File: src/rtl/mul_seq_32.sv
// Purpose : iterative RV32M multiplier (MUL/MULH/MULHSU/MULHU), one 8x8 byte-pair product per cycle.
// Latency : done_o in the cycle after edge 17 from acceptance (edge 11 for MUL when MUL_SEQ_FAST_LOW_EN is defined).
// Backpressure: none; start_i is ignored while busy, flush_i aborts without done_o.
//
// Ports:
//   clk_i, reset_i       - core clock, synchronous active-high reset
//   start_i, op_i        - request and opcode (00 MUL, 01 MULH, 10 MULHSU, 11 MULHU), sampled in IDLE
//   rs1_i, rs2_i         - operands A and B, sampled with start_i
//   flush_i              - synchronous abort, wins over start_i
//   busy_o, done_o       - busy from cycle after accept through done; done is a one-cycle pulse
//   result_o             - registered result, held until the next operation completes
// Optional build macro: MUL_SEQ_FAST_LOW_EN (MUL skips byte pairs that cannot reach result bits [31:0]).

// 8x8 unsigned multiplier built as a carry-save tree over the eight partial-product rows.
module wallace_8 (
    input  logic [7:0]  a_i,
    input  logic [7:0]  b_i,
    output logic [15:0] p_o
);
    // 3:2 compressor on 16-bit vectors; returns {carry, sum}. Carries shifted out of bit 15
    // are dropped safely because the true product fits in 16 bits.
    function automatic logic [31:0] csa(input logic [15:0] x, input logic [15:0] y, input logic [15:0] z);
        logic [15:0] s;
        logic [15:0] c;
        s = x ^ y ^ z;
        c = ((x & y) | (x & z) | (y & z)) << 1;
        return {c, s};
    endfunction

    logic [15:0] pp [8];
    logic [31:0] l1a, l1b, l2a, l2b, l3, l4;

    always_comb begin
        for (int r = 0; r < 8; r++) begin
            pp[r] = b_i[r] ? ({8'd0, a_i} << r) : 16'd0;
        end
    end

    // 8 rows -> 6 -> 4 -> 3 -> 2, then one carry-propagate add.
    assign l1a = csa(pp[0], pp[1], pp[2]);
    assign l1b = csa(pp[3], pp[4], pp[5]);
    assign l2a = csa(l1a[15:0], l1a[31:16], l1b[15:0]);
    assign l2b = csa(l1b[31:16], pp[6], pp[7]);
    assign l3  = csa(l2a[15:0], l2a[31:16], l2b[15:0]);
    assign l4  = csa(l3[15:0], l3[31:16], l2b[31:16]);
    assign p_o = l4[15:0] + l4[31:16];
endmodule

module mul_seq_32 #(
    parameter int XLEN = 32,
    parameter int NPP  = 16
) (
    input  logic            clk_i,
    input  logic            reset_i,
    input  logic            start_i,
    input  logic [1:0]      op_i,
    input  logic [XLEN-1:0] rs1_i,
    input  logic [XLEN-1:0] rs2_i,
    input  logic            flush_i,
    output logic            busy_o,
    output logic            done_o,
    output logic [XLEN-1:0] result_o
);
    localparam logic [1:0] OP_MUL    = 2'b00;
    localparam logic [1:0] OP_MULH   = 2'b01;
    localparam logic [1:0] OP_MULHSU = 2'b10;

    typedef enum logic [1:0] {S_IDLE, S_CALC, S_FIX, S_DONE} state_t;

    state_t      state_q;
    logic [1:0]  op_q;
    logic [31:0] mag_a_q, mag_b_q;
    logic        neg_q;
    logic [63:0] acc_q;
    logic [3:0]  cnt_q;
    logic        busy_q, done_q;
    logic [31:0] result_q;

    // Operand sign handling at acceptance: magnitudes are unsigned 32-bit, so 0x8000_0000
    // negates to itself and is still the correct magnitude.
    logic        sgn_a, sgn_b;
    logic [31:0] mag_a_d, mag_b_d;

    always_comb begin
        sgn_a   = ((op_i == OP_MULH) || (op_i == OP_MULHSU)) && rs1_i[31];
        sgn_b   = (op_i == OP_MULH) && rs2_i[31];
        mag_a_d = sgn_a ? (~rs1_i + 32'd1) : rs1_i;
        mag_b_d = sgn_b ? (~rs2_i + 32'd1) : rs2_i;
    end

    // Current byte pair: i selects the byte of |A|, j the byte of |B|.
    logic [1:0]  idx_i, idx_j;
    logic [7:0]  byte_a, byte_b;
    logic [15:0] pp;
    logic [2:0]  ij_sum;
    logic [5:0]  shamt;
    logic [63:0] acc_sum_d, acc_fix_d;

    assign idx_i  = cnt_q[1:0];
    assign idx_j  = cnt_q[3:2];
    assign byte_a = mag_a_q[{idx_i, 3'b000} +: 8];
    assign byte_b = mag_b_q[{idx_j, 3'b000} +: 8];

    wallace_8 u_wallace_8 (
        .a_i (byte_a),
        .b_i (byte_b),
        .p_o (pp)
    );

    assign ij_sum    = {1'b0, idx_i} + {1'b0, idx_j};
    assign shamt     = {ij_sum, 3'b000};
    assign acc_sum_d = acc_q + ({48'd0, pp} << shamt);
    assign acc_fix_d = neg_q ? (~acc_q + 64'd1) : acc_q;

    // Counter sequencing. In the low-half-only mode a MUL visits just the pairs with i+j<=3;
    // when the increment would land on i+j>=4 the counter jumps to i=0 of the next B byte.
    logic       low_only;
    logic [3:0] cnt_inc, cnt_d;
    logic [2:0] nxt_sum;
    logic       last_pp;

`ifdef MUL_SEQ_FAST_LOW_EN
    assign low_only = (op_q == OP_MUL);
`else
    assign low_only = 1'b0;
`endif

    always_comb begin
        cnt_inc = cnt_q + 4'd1;
        nxt_sum = {1'b0, cnt_inc[1:0]} + {1'b0, cnt_inc[3:2]};
        cnt_d   = cnt_inc;
        if (low_only && nxt_sum[2]) begin
            cnt_d = {cnt_q[3:2] + 2'd1, 2'b00};
        end
        last_pp = low_only ? (cnt_q == 4'd12) : (cnt_q == 4'(NPP - 1));
    end

    always_ff @(posedge clk_i) begin
        if (reset_i) begin
            state_q  <= S_IDLE;
            op_q     <= 2'b00;
            mag_a_q  <= 32'd0;
            mag_b_q  <= 32'd0;
            neg_q    <= 1'b0;
            acc_q    <= 64'd0;
            cnt_q    <= 4'd0;
            busy_q   <= 1'b0;
            done_q   <= 1'b0;
            result_q <= 32'd0;
        end else if (flush_i) begin
            // Abort from any state; the previous result stays visible.
            state_q <= S_IDLE;
            busy_q  <= 1'b0;
            done_q  <= 1'b0;
        end else begin
            case (state_q)
                S_IDLE: begin
                    if (start_i) begin
                        op_q    <= op_i;
                        mag_a_q <= mag_a_d;
                        mag_b_q <= mag_b_d;
                        neg_q   <= sgn_a ^ sgn_b;
                        acc_q   <= 64'd0;
                        cnt_q   <= 4'd0;
                        busy_q  <= 1'b1;
                        state_q <= S_CALC;
                    end
                end
                S_CALC: begin
                    acc_q <= acc_sum_d;
                    cnt_q <= cnt_d;
                    if (last_pp) begin
                        state_q <= S_FIX;
                    end
                end
                S_FIX: begin
                    acc_q    <= acc_fix_d;
                    result_q <= (op_q == OP_MUL) ? acc_fix_d[31:0] : acc_fix_d[63:32];
                    done_q   <= 1'b1;
                    state_q  <= S_DONE;
                end
                S_DONE: begin
                    // start_i seen here is deliberately dropped; it is taken in the next IDLE cycle.
                    done_q  <= 1'b0;
                    busy_q  <= 1'b0;
                    state_q <= S_IDLE;
                end
                default: begin
                    state_q <= S_IDLE;
                    busy_q  <= 1'b0;
                    done_q  <= 1'b0;
                end
            endcase
        end
    end

    assign busy_o   = busy_q;
    assign done_o   = done_q;
    assign result_o = result_q;
endmodule

File: config.mk
export PLATFORM = sky130hd
export DESIGN_NAME = mul_seq_32
export DESIGN_NICKNAME = d
export VERILOG_FILES = /design/src/rtl/mul_seq_32.sv
export SDC_FILE = /design/constraint.sdc
export NUM_CORES = 1
export LEC_CHECK = 0
export ABC_AREA = 0
export CORE_UTILIZATION = 62
export CTS_CLUSTER_DIAMETER = 150
export CTS_CLUSTER_SIZE = 14
export DETAILED_ROUTE_END_ITERATION = 10
export MAX_ROUTING_LAYER = met4
export PLACE_DENSITY = 0.81
export SETUP_SLACK_MARGIN = 0.4
export SLEW_MARGIN = 40
export SYNTH_ARGS = -nofsm -noshare
export SYNTH_HDL_FRONTEND = slang
export SYNTH_SLANG_ARGS = --single-unit
File: constraint.sdc
create_clock -name clk_i -period 10.1 [get_ports clk_i]
set_input_delay 1.515 -clock clk_i [delete_from_list [all_inputs] [get_ports clk_i]]
set_output_delay 1.515 -clock clk_i [all_outputs]
set_load 0.05 [all_outputs]
==> impl_metrics.yaml <==
clock_network:
  cts.clk_slew.worst_paths_ns: 0.08
  cts_tree: "done"
  cts.sinks: 171
  numCtsBuffers: 17
  clockBufferDepth: 2
  cts_root_buf: "clkbuf_16"
  htree_levels: 4
  clk_latency_ns: 0.46
  cts_hold_buffers: 0
place:
  io_buffers: 103
  gp_congestion: 1.05
  post_dp_cell_area_mm2: 0.0173
  placedCellCount: 2470
  dp_slack_ns: 1.15
  hpwl_um: 41200
sta:
  rsz0062_at_grt: "false"
  clock_skew_ns: 0.0200
  tightestPinTransition_ns: 0.883
  period_needed_ns: 9.13
  finalMaxSlewViolations: 0
  relSlewSlack_pct: 40.8
  finalHoldViolCount: 0
  finalSetupViolCount: 0
  max_freq_ghz: 0.110
  final_critical_path_setup_slack_ns: 0.971
  setup_tns_ns: 0
  period_share_pct: 90.4
setup_path:
  reg2regPathDepth: 30
  crit_arrival_ns: 9.51
  critPathCaptureType: "flop"
  worstSetupStartpointType: "flop"
  cpMaxStageDelayCell: "dfxtp_1"
  crit_type: "reg2reg"
  crit_required_ns: 10.48
  slowest_delay_ns: 0.74
  cp_max_fo: 13
power:
  power_density_mw_per_mm2: 95.0
  max-vdd-ir-drop_uv: 113
  leakagePower_nw: 7.02
synth:
  synth_top_area_share_pct: 21.1
  synth_cells: 2154
  synth_area_leaders: "dfxtp_1 (21%), ha_1 (7.6%), nor2_1 (5.9%)"
  ys_seq_elements: 171
  synthDistinctLibCells: 90
  async_flop_share_pct: 0
  syn_avg_cell_area_um2: 7.52
  synth_largest_area_cell: "dfxtp_1"
  synth-seq-area-share_pct: 21.1
  yosys_warnings: 0
  syn_nets: 2363
  synth_flop_cell: "dfxtp_1"
  syn_area_mm2: 0.0162
  synth_enable_flop_cells: 0
grt:
  antenna_found_initial: 2
  grt_pass1_wl_um: 84700
  grt_max_degree: 93
  grt_use_total_pct: 42.5
  grt_pass1_vias: 15500
  gr-total-overflow: 0
floorplanning:
  start_util_pct: 63.7
  die_area_mm2: 0.0268
  ios: 104
  die_w_um: 164
  dieHeight_um: 164
  rows: 58
  core_area_mm2: 0.0254
job:
  drv_cap: 0
status:
  status: "completed"
drt:
  drtIter0Drc: 1922
  viasPerCell: 6.66
  drtAntennaViolNets: 0
  drcViolationCount: 0
  dr.pass1.iters: 6
  num_vias: 16700
  wl_um: 54900
  wl_per_cell_um: 21.9
finish:
  syn2layout_area_growth_pct: 10.5
  fin_nets: 2368
  instances_no_fill: 2504
  finalInstanceArea_mm2: 0.0179
  final_util_pct: 70.5
  drive_above_1_share_pct: 5.52
worst_hold_path:
  holdPathStages: 2
  holdCritPathClass: "reg2reg"
[placed cells by master, fill, tap and decap left out, types with 68 or more instances in the layout]
cell type	count
nand2_1	241
ha_1	98
a21oi_1	182
nor2_1	253
xnor2_1	92
dfxtp_1	169
inv_1	75
clkdlybuf4s50_1	102
o21ai_0	113
xor2_1	77
nor3_1	68
[path summary, 6_finish.rpt]
check / startpoint / end / slack [ns]
min reg2reg: result_o[19] / result_o[19] / 0.46
max reg2reg: cnt_q[0] / acc_q[60] / 0.97
min: result_o[19] / result_o[19] / 0.46
max: cnt_q[0] / acc_q[60] / 0.97
[cell families after synthesis]
logic type      synth area share (%)
compound gates                  24.8
xor+xnor                        9.29
fa+ha+maj                       12.6
buf+inv                         5.02
flops                           21.1
mux                             2.78
simple gates                    24.3
[layout make-up]
cell class,count,area [um2]
inverter,75,282
clock inverter,14,168
clock buffer,18,429
antenna,2,5.00
timing repair buffer,123,1180
tap,330,413
fill,2148,7500
sequential,171,3430
multi-input combinational,1771,12000
[critical path: cells and delay by family, from the launching register on]
| kind | cells | cell delay (ns) |
|---|---|---|
| fa+ha+maj | 6 | 2.80 |
| mux | 2 | 1.16 |
| simple gates | 6 | 1.15 |
| flops | 1 | 0.74 |
| buf+inv | 2 | 0.09 |
| compound gates | 13 | 2.97 |
| xor+xnor | 1 | 0.15 |
[state kept, by name, indices dropped and copies added (netlist names)]
register	count
op_q	2
mag_a_q	32
neg_q	1
cnt_q	4
state_q	2
busy_o	1
done_o	1
acc_q	64
result_o	32
mag_b_q	32
[metrics by stage]
| stage | hold WS [ns] | total power [mW] |
|---|---|---|
| global route | 0.482 | 1.75 |
| finish | 0.457 | 1.70 |
| detailed placement | 0.446 | 1.02 |
| floorplan | 0.429 | 0.907 |
| CTS | 0.459 | 1.69 |
| global placement | 0.435 | 1.01 |
[cells in the mapped netlist (20+ instances only)]
master,number
a21oi_1,182
nand3_1,45
a211oi_1,60
nor2_1,255
and2_1,54
xor2_1,77
nor3_1,69
ha_1,98
inv_1,75
a21o_1,34
nand2_1,241
o21ai_0,114
dfxtp_1,171
fa_1,41
clkbuf_1,114
xnor2_1,92
o31ai_1,22
nand2b_1,20
or3_1,21
nor2b_1,22
[power breakdown]
part	leakage [nW]	switching, mW	internal [mW]
clock	0.290	0.349	0.336
combinational	5.34	0.191	0.111
sequential	1.39	0.0175	0.695
[what timing repair did]
action,in CTS,in global routing
setup buffers,0,0
setup endpoints to repair,0,1
resized for setup,0,1
[layer usage]
metal / global-route usage, % / wire length [um]
met1: 48.9 / 21100
met2: 66.0 / 24500
met3: 8.10 / 4800
met4: 31.2 / 4490
met5: - / 0
No activity file was read; power rests on OpenSTA's default activity.
